File: config.mk
export PLATFORM = sky130hd
export DESIGN_NAME = multisum_initiator_flat
export DESIGN_NICKNAME = d
export VERILOG_FILES = /design/src/rtl/multisum_initiator_if.sv /design/src/rtl/multisum_initiator.sv /design/src/flat_wrapper.sv
export SDC_FILE = /design/constraint.sdc
export NUM_CORES = 1
export LEC_CHECK = 0
export CORE_MARGIN = 3
export CORE_UTILIZATION = 36
export CTS_CLUSTER_DIAMETER = 100
export DETAILED_ROUTE_END_ITERATION = 7
export PLACE_DENSITY_LB_ADDON = 0.12
export SYNTH_ARGS = -nofsm -noshare
export SYNTH_HDL_FRONTEND = slang
export SYNTH_SLANG_ARGS = --single-unit
File: constraint.sdc
create_clock -name clk -period 2.2 [get_ports clk]
set_clock_uncertainty 0.2 [all_clocks]
set_input_delay 0.66 -clock clk [delete_from_list [all_inputs] [get_ports clk]]
set_output_delay 0.66 -clock clk [all_outputs]
set_load 0.01 [all_outputs]
File: src/rtl/multisum_initiator_if.sv
// Handshake bundle shared by the layer datapath, the multisum initiator and the four-operand summer.
`timescale 1ns/1ps
interface multisum_initiator_if #(parameter int W = 32);
  logic         op_valid;
  logic         op_ready;
  logic [W-1:0] op0, op1, op2, op3;
  logic [W-1:0] ms_in0, ms_in1, ms_in2, ms_in3;
  logic         ms_start;
  logic [W-1:0] ms_sum;
  logic         ms_done;
  logic         res_valid;
  logic         res_ready;
  logic [W-1:0] res_data;

  // master is the initiator's view; slave is the surrounding datapath/summer view
  modport master (
    input  op_valid, op0, op1, op2, op3, ms_sum, ms_done, res_ready,
    output op_ready, ms_in0, ms_in1, ms_in2, ms_in3, ms_start, res_valid, res_data
  );
  modport slave (
    output op_valid, op0, op1, op2, op3, ms_sum, ms_done, res_ready,
    input  op_ready, ms_in0, ms_in1, ms_in2, ms_in3, ms_start, res_valid, res_data
  );
endinterface

File: src/rtl/multisum_initiator.sv
// Requester side of the four-operand summer start/done protocol with a timeout watchdog
// and a count of delivered results.
`timescale 1ns/1ps
module multisum_initiator #(
  parameter int W       = 32,
  parameter int TIMEOUT = 16,
  parameter int CW      = 16
) (
  input  logic                 clk,
  input  logic                 reset,
  multisum_initiator_if.master bus,
  output logic                 busy,
  output logic                 timeout_err,
  output logic [CW-1:0]        txn_count
);

  localparam int WDW = $clog2(TIMEOUT);

  typedef enum logic [1:0] {S_IDLE, S_START, S_WAIT, S_RESULT} state_t;

  state_t         state, state_n;
  logic [WDW-1:0] wd, wd_n;
  logic [W-1:0]   ops_q [4];
  logic [W-1:0]   ops_n [4];
  logic           start_q, start_n;
  logic           rv_q, rv_n;
  logic [W-1:0]   rd_q, rd_n;
  logic           terr_n;
  logic [CW-1:0]  cnt_n;

  always_ff @(posedge clk) begin
    if (reset) begin
      state       <= S_IDLE;
      wd          <= '0;
      ops_q       <= '{default: '0};
      start_q     <= 1'b0;
      rv_q        <= 1'b0;
      rd_q        <= '0;
      timeout_err <= 1'b0;
      txn_count   <= '0;
    end else begin
      state       <= state_n;
      wd          <= wd_n;
      ops_q       <= ops_n;
      start_q     <= start_n;
      rv_q        <= rv_n;
      rd_q        <= rd_n;
      timeout_err <= terr_n;
      txn_count   <= cnt_n;
    end
  end

  // Done is checked before the watchdog so a completion on the last allowed cycle still counts.
  always_comb begin
    state_n = state;
    wd_n    = wd;
    ops_n   = ops_q;
    start_n = 1'b0;
    rv_n    = rv_q;
    rd_n    = rd_q;
    terr_n  = timeout_err;
    cnt_n   = txn_count;
    case (state)
      S_IDLE: begin
        if (bus.op_valid) begin
          ops_n   = '{bus.op0, bus.op1, bus.op2, bus.op3};
          start_n = 1'b1;
          state_n = S_START;
        end
      end
      S_START: begin
        wd_n    = '0;
        state_n = S_WAIT;
      end
      S_WAIT: begin
        if (bus.ms_done) begin
          rd_n    = bus.ms_sum;
          rv_n    = 1'b1;
          state_n = S_RESULT;
        end else if (wd == WDW'(TIMEOUT - 1)) begin
          terr_n  = 1'b1;
          state_n = S_IDLE;
        end else begin
          wd_n = wd + 1'b1;
        end
      end
      S_RESULT: begin
        if (bus.res_ready) begin
          rv_n    = 1'b0;
          cnt_n   = txn_count + 1'b1;
          state_n = S_IDLE;
        end
      end
      default: state_n = S_IDLE;
    endcase
  end

  assign busy          = (state != S_IDLE);
  assign bus.op_ready  = (state == S_IDLE) && !reset;
  assign bus.ms_in0    = ops_q[0];
  assign bus.ms_in1    = ops_q[1];
  assign bus.ms_in2    = ops_q[2];
  assign bus.ms_in3    = ops_q[3];
  assign bus.ms_start  = start_q;
  assign bus.res_valid = rv_q;
  assign bus.res_data  = rd_q;

endmodule

File: src/flat_wrapper.sv
// flat-port wrapper written by rule: the top's interface ports become plain ports
module multisum_initiator_flat 
#(
  parameter int W       = 32,
  parameter int TIMEOUT = 16,
  parameter int CW      = 16
)
  (clk, reset, busy, timeout_err, txn_count, bus_op_valid, bus_op0, bus_op1, bus_op2, bus_op3, bus_ms_sum, bus_ms_done, bus_res_ready, bus_op_ready, bus_ms_in0, bus_ms_in1, bus_ms_in2, bus_ms_in3, bus_ms_start, bus_res_valid, bus_res_data);
  multisum_initiator_if #(.W(W)) bus_i ();
  input  logic clk;
  input  logic reset;
  output logic busy;
  output logic timeout_err;
  output logic [CW-1:0] txn_count;
  input wire logic [$bits(bus_i.op_valid)-1:0] bus_op_valid;
  input wire logic [$bits(bus_i.op0)-1:0] bus_op0;
  input wire logic [$bits(bus_i.op1)-1:0] bus_op1;
  input wire logic [$bits(bus_i.op2)-1:0] bus_op2;
  input wire logic [$bits(bus_i.op3)-1:0] bus_op3;
  input wire logic [$bits(bus_i.ms_sum)-1:0] bus_ms_sum;
  input wire logic [$bits(bus_i.ms_done)-1:0] bus_ms_done;
  input wire logic [$bits(bus_i.res_ready)-1:0] bus_res_ready;
  output wire logic [$bits(bus_i.op_ready)-1:0] bus_op_ready;
  output wire logic [$bits(bus_i.ms_in0)-1:0] bus_ms_in0;
  output wire logic [$bits(bus_i.ms_in1)-1:0] bus_ms_in1;
  output wire logic [$bits(bus_i.ms_in2)-1:0] bus_ms_in2;
  output wire logic [$bits(bus_i.ms_in3)-1:0] bus_ms_in3;
  output wire logic [$bits(bus_i.ms_start)-1:0] bus_ms_start;
  output wire logic [$bits(bus_i.res_valid)-1:0] bus_res_valid;
  output wire logic [$bits(bus_i.res_data)-1:0] bus_res_data;
  assign bus_i.op_valid = bus_op_valid;
  assign bus_i.op0 = bus_op0;
  assign bus_i.op1 = bus_op1;
  assign bus_i.op2 = bus_op2;
  assign bus_i.op3 = bus_op3;
  assign bus_i.ms_sum = bus_ms_sum;
  assign bus_i.ms_done = bus_ms_done;
  assign bus_i.res_ready = bus_res_ready;
  assign bus_op_ready = bus_i.op_ready;
  assign bus_ms_in0 = bus_i.ms_in0;
  assign bus_ms_in1 = bus_i.ms_in1;
  assign bus_ms_in2 = bus_i.ms_in2;
  assign bus_ms_in3 = bus_i.ms_in3;
  assign bus_ms_start = bus_i.ms_start;
  assign bus_res_valid = bus_i.res_valid;
  assign bus_res_data = bus_i.res_data;
  multisum_initiator #(.W(W), .TIMEOUT(TIMEOUT), .CW(CW)) u_core (.clk(clk), .reset(reset), .bus(bus_i), .busy(busy), .timeout_err(timeout_err), .txn_count(txn_count));
endmodule
Word-level counts from Yosys, hierarchy flattened:

Cells that the tools add are included.

* $add $sub $neg: 2
* mux-type cells: 12
* reductions and logical operators: 14
* bitwise operators: 2
* eq/ne operators: 10

Operators by type and width (number)
* $add A16 B1 Y16 const B: 1
* $reduce_and A3 Y1: 4
* $ne A2 B2 Y1 const B: 5
* $mux W2: 4
* $mux W4: 2
* $pmux W2 S4: 1
* $pmux W4 S2: 1
* $reduce_and A2 Y1: 3
* $reduce_bool A2 Y1: 3
* $add A4 B1 Y4 const B: 1
* $eq A2 B2 Y1 const B: 2
* $eq A4 B4 Y1 const B: 1
* $mux W1: 3
* $ne A3 B2 Y1 const B: 1
* $eq A2 B1 Y1 const B: 1
* $logic_not A2 Y1: 1
* $not A1 Y1: 2
* $pmux W1 S2: 1
* $reduce_or A2 Y1: 1
* $logic_and A1 B1 Y1: 1
* $logic_not A1 Y1: 1

* output and inout bits: 181
* register bits after elaboration: 185
* logic and storage cells: 51
* input bits: 165

Depth between registers and ports, before layout:

Gate-level depths: netlist (run 1).

* depth after elaboration: 4
* depth in mapped cells: 6

Least setup slack after synthesis (run 1):

No wires, ideal clock.

* path kind: in2out
* start point: in reset
* end point: out bus_op_ready
* arrival: 1586 ps
* buffers on the path: 3
* slack: -246 ps
* stages on the path: 4
* path through: clkbuf_1 > clkbuf_1 > buf_1 > nor2_1

* word-level cells in the longest chain between the ends: 2

Ends and longest elaborated chain
* start, declared: line flat_wrapper.sv:11 `input logic reset;`
* $logic_not A1 Y1: line multisum_initiator.sv:99 `assign bus.op_ready = (state == S_IDLE) && !reset;`
* $logic_and A1 B1 Y1: line multisum_initiator.sv:99
* end, declared: line flat_wrapper.sv:23 `output wire logic [$bits(bus_i.op_ready)-1:0] bus_op_ready;`

No other way between the ends.

Worst setup path after layout (run 1):

* start point: reg u_core.rd_q[22] (netlist: u_core.bus.res_data[22])
* end point: out bus_res_data[22]

RTL lines
* start, declared: line multisum_initiator.sv:27 `logic [W-1:0] rd_q, rd_n;`
* start signal, assigned: line multisum_initiator.sv:47 `rd_q <= rd_n;`
* end, declared: line flat_wrapper.sv:30 `output wire logic [$bits(bus_i.res_data)-1:0] bus_res_data;`

No word-level cell between the ends.

==> flow_summary.yaml, run 1 <==
layout:
  synthToLayoutAreaGrowth_pct: 68.6
  final_cell_count_no_fill: 1397
  layout-drive-gt1-share_pct: 6.06
  layout.nets: 1326
  n_antenna_cell: 0
  fin_area_um2: 11100
synth:
  synth_ff_type: "dfxtp_1"
  yosys_register_bits: 185
  synthCells: 827
  ys.warnings.count: 0
  netlist_area_um2: 6570
  synthDominantCellAreaShare_pct: 56.4
  synth_cell_types: 32
  ys_seq_area_share_pct: 56.4
  synth.most_common_cell: "nand2_1"
  syn_nets: 994
  synth_top_cells_by_count: "nand2_1 (326), dfxtp_1 (185), a21oi_1 (169)"
  yosys-top-cells-area: "dfxtp_1 (56%), nand2_1 (19%), a21oi_1 (13%), clkbuf_1 (3.1%), nor2_1 (1.1%)"
  postSynth.asyncResetShare_pct: 0
  yosys.area.top_type: "dfxtp_1"
  synth-edff-count: 0
  avgSynthCellArea_um2: 7.94
timing:
  tightestPinTransition_ns: 0.843
  rsz0062_at_grt: "false"
  fin_crit_sh_pct: 98.6
  final.setup.tns_ns: 0
  period_needed_ns: 2.17
  fmax_mhz: 461
  report.final.slew_viol_count: 0
  hold_slack_ns: 0.250
  setup_viol: 0
  relSlewSlack_pct: 43.8
  hold_viol: 0
place:
  placed_area_um2: 10400
  portBuffers: 345
  dp_cells: 1365
  post-dp-hpwl_um: 15000
  gp_congestion: 0.806
detailed_routing:
  routed_wl_um: 21300
  detail_route.wl_per_cell_um: 15.2
  drtIter0Drc: 370
  drcViolationCount: 0
  antenna_left: 0
  firstDrtPassIters: 4
  vias: 6567
  viasPerCell: 4.70
clock_network:
  clock_sinks: 185
  tritoncts: "built"
  h-tree-depth: 4
  postCtsHoldBufs: 0
  clock_path_buffers: 2
  clkLatencyLatePin_ns: 0.43
  cts_root_buffer: "clkbuf_16"
  cts_buffers: 17
  cts.clk_slew.worst_paths_ns: 0.07
pwr:
  finalPower_uw: 8150
  max-vdd-ir-drop_v: 0.000562
  power_density_nw_per_um2: 736
  cellLeakagePower_uw: 0.00570
critical_path:
  crit_path_max_incr_delay_ns: 0.54
  startpoint_type: "register"
  r2r_slack_ns: 0.22
  critPathCaptureType: "output port"
  crit_chain: "clkdlybuf4s50_1"
  r2r_end: "u_core.txn_count[10]"
  path_max_fanout: 2
  critical_path_arrival_ns: 1.31
  path_buf_inv: 1
  cp_slowest_cell: "clkdlybuf4s50_1"
  startpoint: "u_core.bus.res_data[22]"
  worstPathRequired_ns: 1.34
  criticalPathCategory: "reg2out"
  reg2reg_from: "u_core.txn_count[1]"
  worstRegToRegCells: 5
  cp_top_family: "buffers and inverters"
run:
  max_cap_violations: 0
die:
  start_util_pct: 37.3
  core_area_um2: 17600
  die_h_um: 141
  dieArea_um2: 19900
  die_w_um: 141
  io_pins: 346
  fp-row-count: 48
grt:
  grt_pass1_wl_um: 32900
  grt.busiest_layer: "met2"
  grtUsageMet2_pct: 34.8
  use_met1_pct: 23.1
  grt_pass1_vias: 6282
  gr-usage-met3_pct: 8.65
  overflow: 0
  antenna_found_initial: 0
  grt_max_degree: 145
  track_usage_pct: 20.6
worst_hold_path:
  hold_end: "u_core.bus.res_data[17]"
  hold_class: "reg2reg"
  holdCritStartpoint: "u_core.bus.res_data[17]"
  min_delay_path_depth: 2
status:
  outcome: "finished, final reports clean"
[repair_timing]
| action | in CTS | in global routing |
|---|---|---|
| setup buffers | 0 | 0 |
| gates resized for setup | 85 | 83 |
| setup endpoints to repair | 78 | 85 |
[worst max path at each step]
stage,depth (start not counted),endpoint,slack (ns)
6_report,1,bus_res_data[22],0.03
5_1_grt,1,bus_ms_in2[30],0.0004
4_1_cts,1,bus_ms_in1[2],0.0006
3_5_place_dp,5,u_core.txn_count[14],-0.40
3_3_place_gp,5,u_core.txn_count[10],-0.39
2_1_floorplan,4,bus_op_ready,0.01
[registers in the layout, summed over array words and instances (netlist names)]
signal	count
u_core.bus.res_data	32
u_core.bus.res_valid	1
u_core.wd	4
u_core.bus.ms_in0	32
u_core.bus.ms_in2	32
u_core.bus.ms_in3	32
u_core.bus.ms_start	1
u_core.state	2
u_core.timeout_err	1
u_core.bus.ms_in1	32
u_core.txn_count	16
[routing by layer]
metal / routed length (um) / part of all wire (%)
met1: 8550 / 40
met2: 10200 / 48
met3: 1990 / 9.3
met4: 519 / 2.4
met5: 0 / 0
[cell families after synthesis]
group	share of synthesized area [%]
AND/OR/NAND/NOR	23.8
flip-flops	56.4
AO/OA/AOI/OAI	13.7
buffers and inverters	3.66
XOR/XNOR	1.33
multiplexers	0.819
adder cells (fa/ha/maj)	0.381
[metrics by stage]
stage | util [%] | worst slack [ns]
6_report | 62.9 | 0.0310
5_1_grt | 62.9 | 0.000353
4_1_cts | 61.8 | 0.000554
3_5_place_dp | 59.1 | -0.396
3_3_place_gp | 59.1 | -0.392
2_1_floorplan | - | 0.0138
[report_power, final]
group	internal, uW	leakage, uW	total (uW)	switching, uW
logic	802	0.00392	1560	759
clock network	1510	0.000266	2910	1400
registers	3580	0.00151	3680	101
[worst min-delay path, cell delays in order, from the launching register on]
cell and delay, ns:
dfxtp_1 0.31, nand2_1 0.05, a21oi_1 0.05
[layout by cell type, fill, tap and decap left out, types with 2 or more instances in the layout]
cell type          n
mux2i_1            2
clkdlybuf4s50_1  185
dlymetal6s2s_1    81
buf_12             9
dlygate4sd2_1     77
clkinv_4           4
buf_4             17
a211oi_1           2
a21oi_1          169
nand3_1           10
nand4_1            2
and3_1             3
inv_8              3
clkbuf_16         17
xor2_1             7
dfxtp_2            5
or3_1              4
o21ai_0            4
mux2_1             3
nor3_1             4
dfxtp_1          180
inv_1              6
nor2b_1            4
clkinvlp_4         3
inv_6              2
ha_1               2
nor2_1            19
nand2_1          325
xnor2_1            3
[cell type report]
type / count / area (um^2)
Multi-Input combinational cell: 578 / 2640
Clock inverter: 13 / 114
Sequential cell: 185 / 3710
Clock buffer: 19 / 443
Inverter: 6 / 22.5
Fill cell: 1584 / 6530
Timing Repair Buffer: 371 / 3860
Tap cell: 225 / 282
Note: power is estimated with default switching activity, not from simulation.
==> run 2, diff against run 1 <==
Settings changed: CORE_ASPECT_RATIO set to 1.5, CTS_CLUSTER_DIAMETER 100 to not set, GPL_ROUTABILITY_DRIVEN set to 0.
==> run 2 against run 1 <==
Sequential share of layout area is 0.31 points lower. First-iteration DRC count increased by 1.1%. Setup slack improved by 0.015 ns. Wire length is 1.1% lower. Die area increased by 0.17%. Count of clock-buffer cells in the layout is the same. Utilization is 0.44 points higher. Cell area grew 0.96%. Largest cell class unchanged.
==> flow_summary.yaml, run 2 (synthesized netlist as in run 1, its figures left out) <==
status:
  outcome: "finished, final reports clean"
timing:
  hold_slack_ns: 0.249
  tightestPinTransition_ns: 0.606
  fin_crit_sh_pct: 97.9
  report.final.slew_viol_count: 0
  fmax_mhz: 464
  relSlewSlack_pct: 59.6
  setup_viol: 0
  period_needed_ns: 2.15
  hold_viol: 0
grt:
  use_met1_pct: 22.2
  track_usage_pct: 20.1
  overflow: 0
  grt.busiest_layer: "met2"
  grt_pass1_wl_um: 31700
  grt_pass1_vias: 6157
  gr-usage-met3_pct: 7.46
  grt_max_degree: 94
  grtUsageMet2_pct: 34.3
  antenna_found_initial: 1
pwr:
  max-vdd-ir-drop_v: 0.000357
  power_density_nw_per_um2: 740
  cellLeakagePower_uw: 0.00605
critical_path:
  critical_path_arrival_ns: 1.29
  path_buf_inv: 1
  critPathCaptureType: "output port"
  worstPathRequired_ns: 1.34
  cp_slowest_cell: "clkdlybuf4s50_1"
  startpoint_type: "register"
  crit_path_max_incr_delay_ns: 0.54
  criticalPathCategory: "reg2out"
  path_max_fanout: 2
  reg2reg_from: "u_core.txn_count[0]"
  r2r_slack_ns: 0.24
  cp_top_family: "buffers and inverters"
  worstRegToRegCells: 5
  r2r_end: "u_core.txn_count[14]"
  crit_chain: "clkdlybuf4s50_1"
clock_network:
  clkLatencyLatePin_ns: 0.42
  cts.clk_slew.worst_paths_ns: 0.07
  cts_buffers: 17
  h-tree-depth: 4
  cts_root_buffer: "clkbuf_16"
  tritoncts: "built"
  clock_sinks: 185
  postCtsHoldBufs: 0
  post_cts_buffers: 0
  clock_path_buffers: 2
place:
  portBuffers: 345
  post-dp-hpwl_um: 14800
layout:
  final_common_cell: "nand2_1"
  final_util_pct: 63.4
  multi_input_area_um2: 2650
  synthToLayoutAreaGrowth_pct: 70.2
  layout-drive-gt1-share_pct: 6.31
  num-fill-cells: 1555
  mostFrequentLayoutCells: "nand2_1 (325), clkdlybuf4s50_1 (181), dfxtp_1 (179), a21oi_1 (169), dlymetal6s2s_1 (105)"
  layout.nets: 1327
  ff_latch_area_um2: 3710
run:
  max_cap_violations: 0
detailed_routing:
  firstDrtPassIters: 4
  drcViolationCount: 0
  viasPerCell: 4.71
  routed_wl_um: 21000
  antenna_left: 0
  detail_route.wl_per_cell_um: 15.2
  vias: 6527
  drtIter0Drc: 374
die:
  core_area_um2: 17600
  die_w_um: 116
  start_util_pct: 37.2
  fp-row-count: 59
  io_pins: 346
  die_h_um: 171
  dieArea_um2: 19900
worst_hold_path:
  hold_class: "reg2reg"
  min_delay_path_depth: 2
  hold_end: "u_core.bus.ms_in0[1]"
  holdCritStartpoint: "u_core.bus.ms_in0[1]"
==> run 2: changes by cell type in the layout (fill, tap and decap cells not counted), moves of 2 or more <==
cell,delta
buf_4,+3
clkdlybuf4s50_1,-4
clkinv_4,-2
dlygate4sd2_1,-20
dlymetal6s2s_1,+24
==> run 2: worst reg2reg max path, stage by stage, from the launching register on <==
cell and delay (ns):
dfxtp_1 0.40, ha_1 0.21, inv_1 0.07, or4_4 0.55
or3_1 0.32, a21oi_1 0.15
==> run 2: power by group <==
part           total [uW]  switching, uW  internal [uW]
Sequential           3680            101           3580
Combinational        1560            748            810
Clock                3040           1380           1650
Total                8270           2230           6040
==> run 2: layout make-up <==
class                   count  share of cell area, %
clock inverters            13                   1.20
repair buffers            372                   35.3
multi-input cells         578                   23.7
flip-flops and latches    185                   33.2
inverters                   6                  0.201
diodes                      1                 0.0224
well taps                 213                   2.38
clock buffers              19                   4.05
==> run 2: stage by stage <==
| step | total power [uW] | cell area (um^2) | setup slack (ns) | std cells | setup TNS, ns |
|---|---|---|---|---|---|
| final | 8270 | 11200 | 0.0459 | 1387 | 0 |
| after global routing | 8650 | 11200 | -0.00560 | 1387 | -0.00560 |
| after CTS | 8420 | 10900 | 0.00178 | 1386 | 0 |
| after detailed placement | 5420 | 10400 | -0.407 | 1354 | -3.26 |
| after global placement | 5400 | 10400 | -0.400 | 1354 | -3.25 |
| after floorplan | 4400 | 6570 | 0.0138 | 827 | 0 |
==> run 2: repair_timing <==
| action | in CTS | in global routing |
|---|---|---|
| cloned | 0 | 0 |
| resized for setup | 65 | 108 |
| pin swaps | 0 | 1 |
| setup endpoints to repair | 58 | 109 |
| endpoints found under the hold margin | 0 | 0 |
==> run 2: routing by layer <==
| metal | vias to the layer above | wire, um |
|---|---|---|
| met4 | 0 | 726 |
| met5 | - | 0 |
| li1 | 3338 | - |
| met1 | 2897 | 8120 |
| met3 | 43 | 1920 |
| met2 | 249 | 10300 |
==> run 2: worst max-delay path by stage <==
stage,from,endpoint,slack (ns),depth (start not counted)
2_1_floorplan,reset,bus_op_ready,0.01,4
3_3_place_gp,bus_res_ready,u_core.txn_count[15],-0.40,5
3_5_place_dp,bus_res_ready,u_core.txn_count[14],-0.41,5
4_1_cts,u_core.bus.res_data[7],bus_res_data[7],0.002,1
5_1_grt,u_core.bus.ms_in2[26],bus_ms_in2[26],-0.006,1
6_report,u_core.bus.ms_in2[26],bus_ms_in2[26],0.05,1
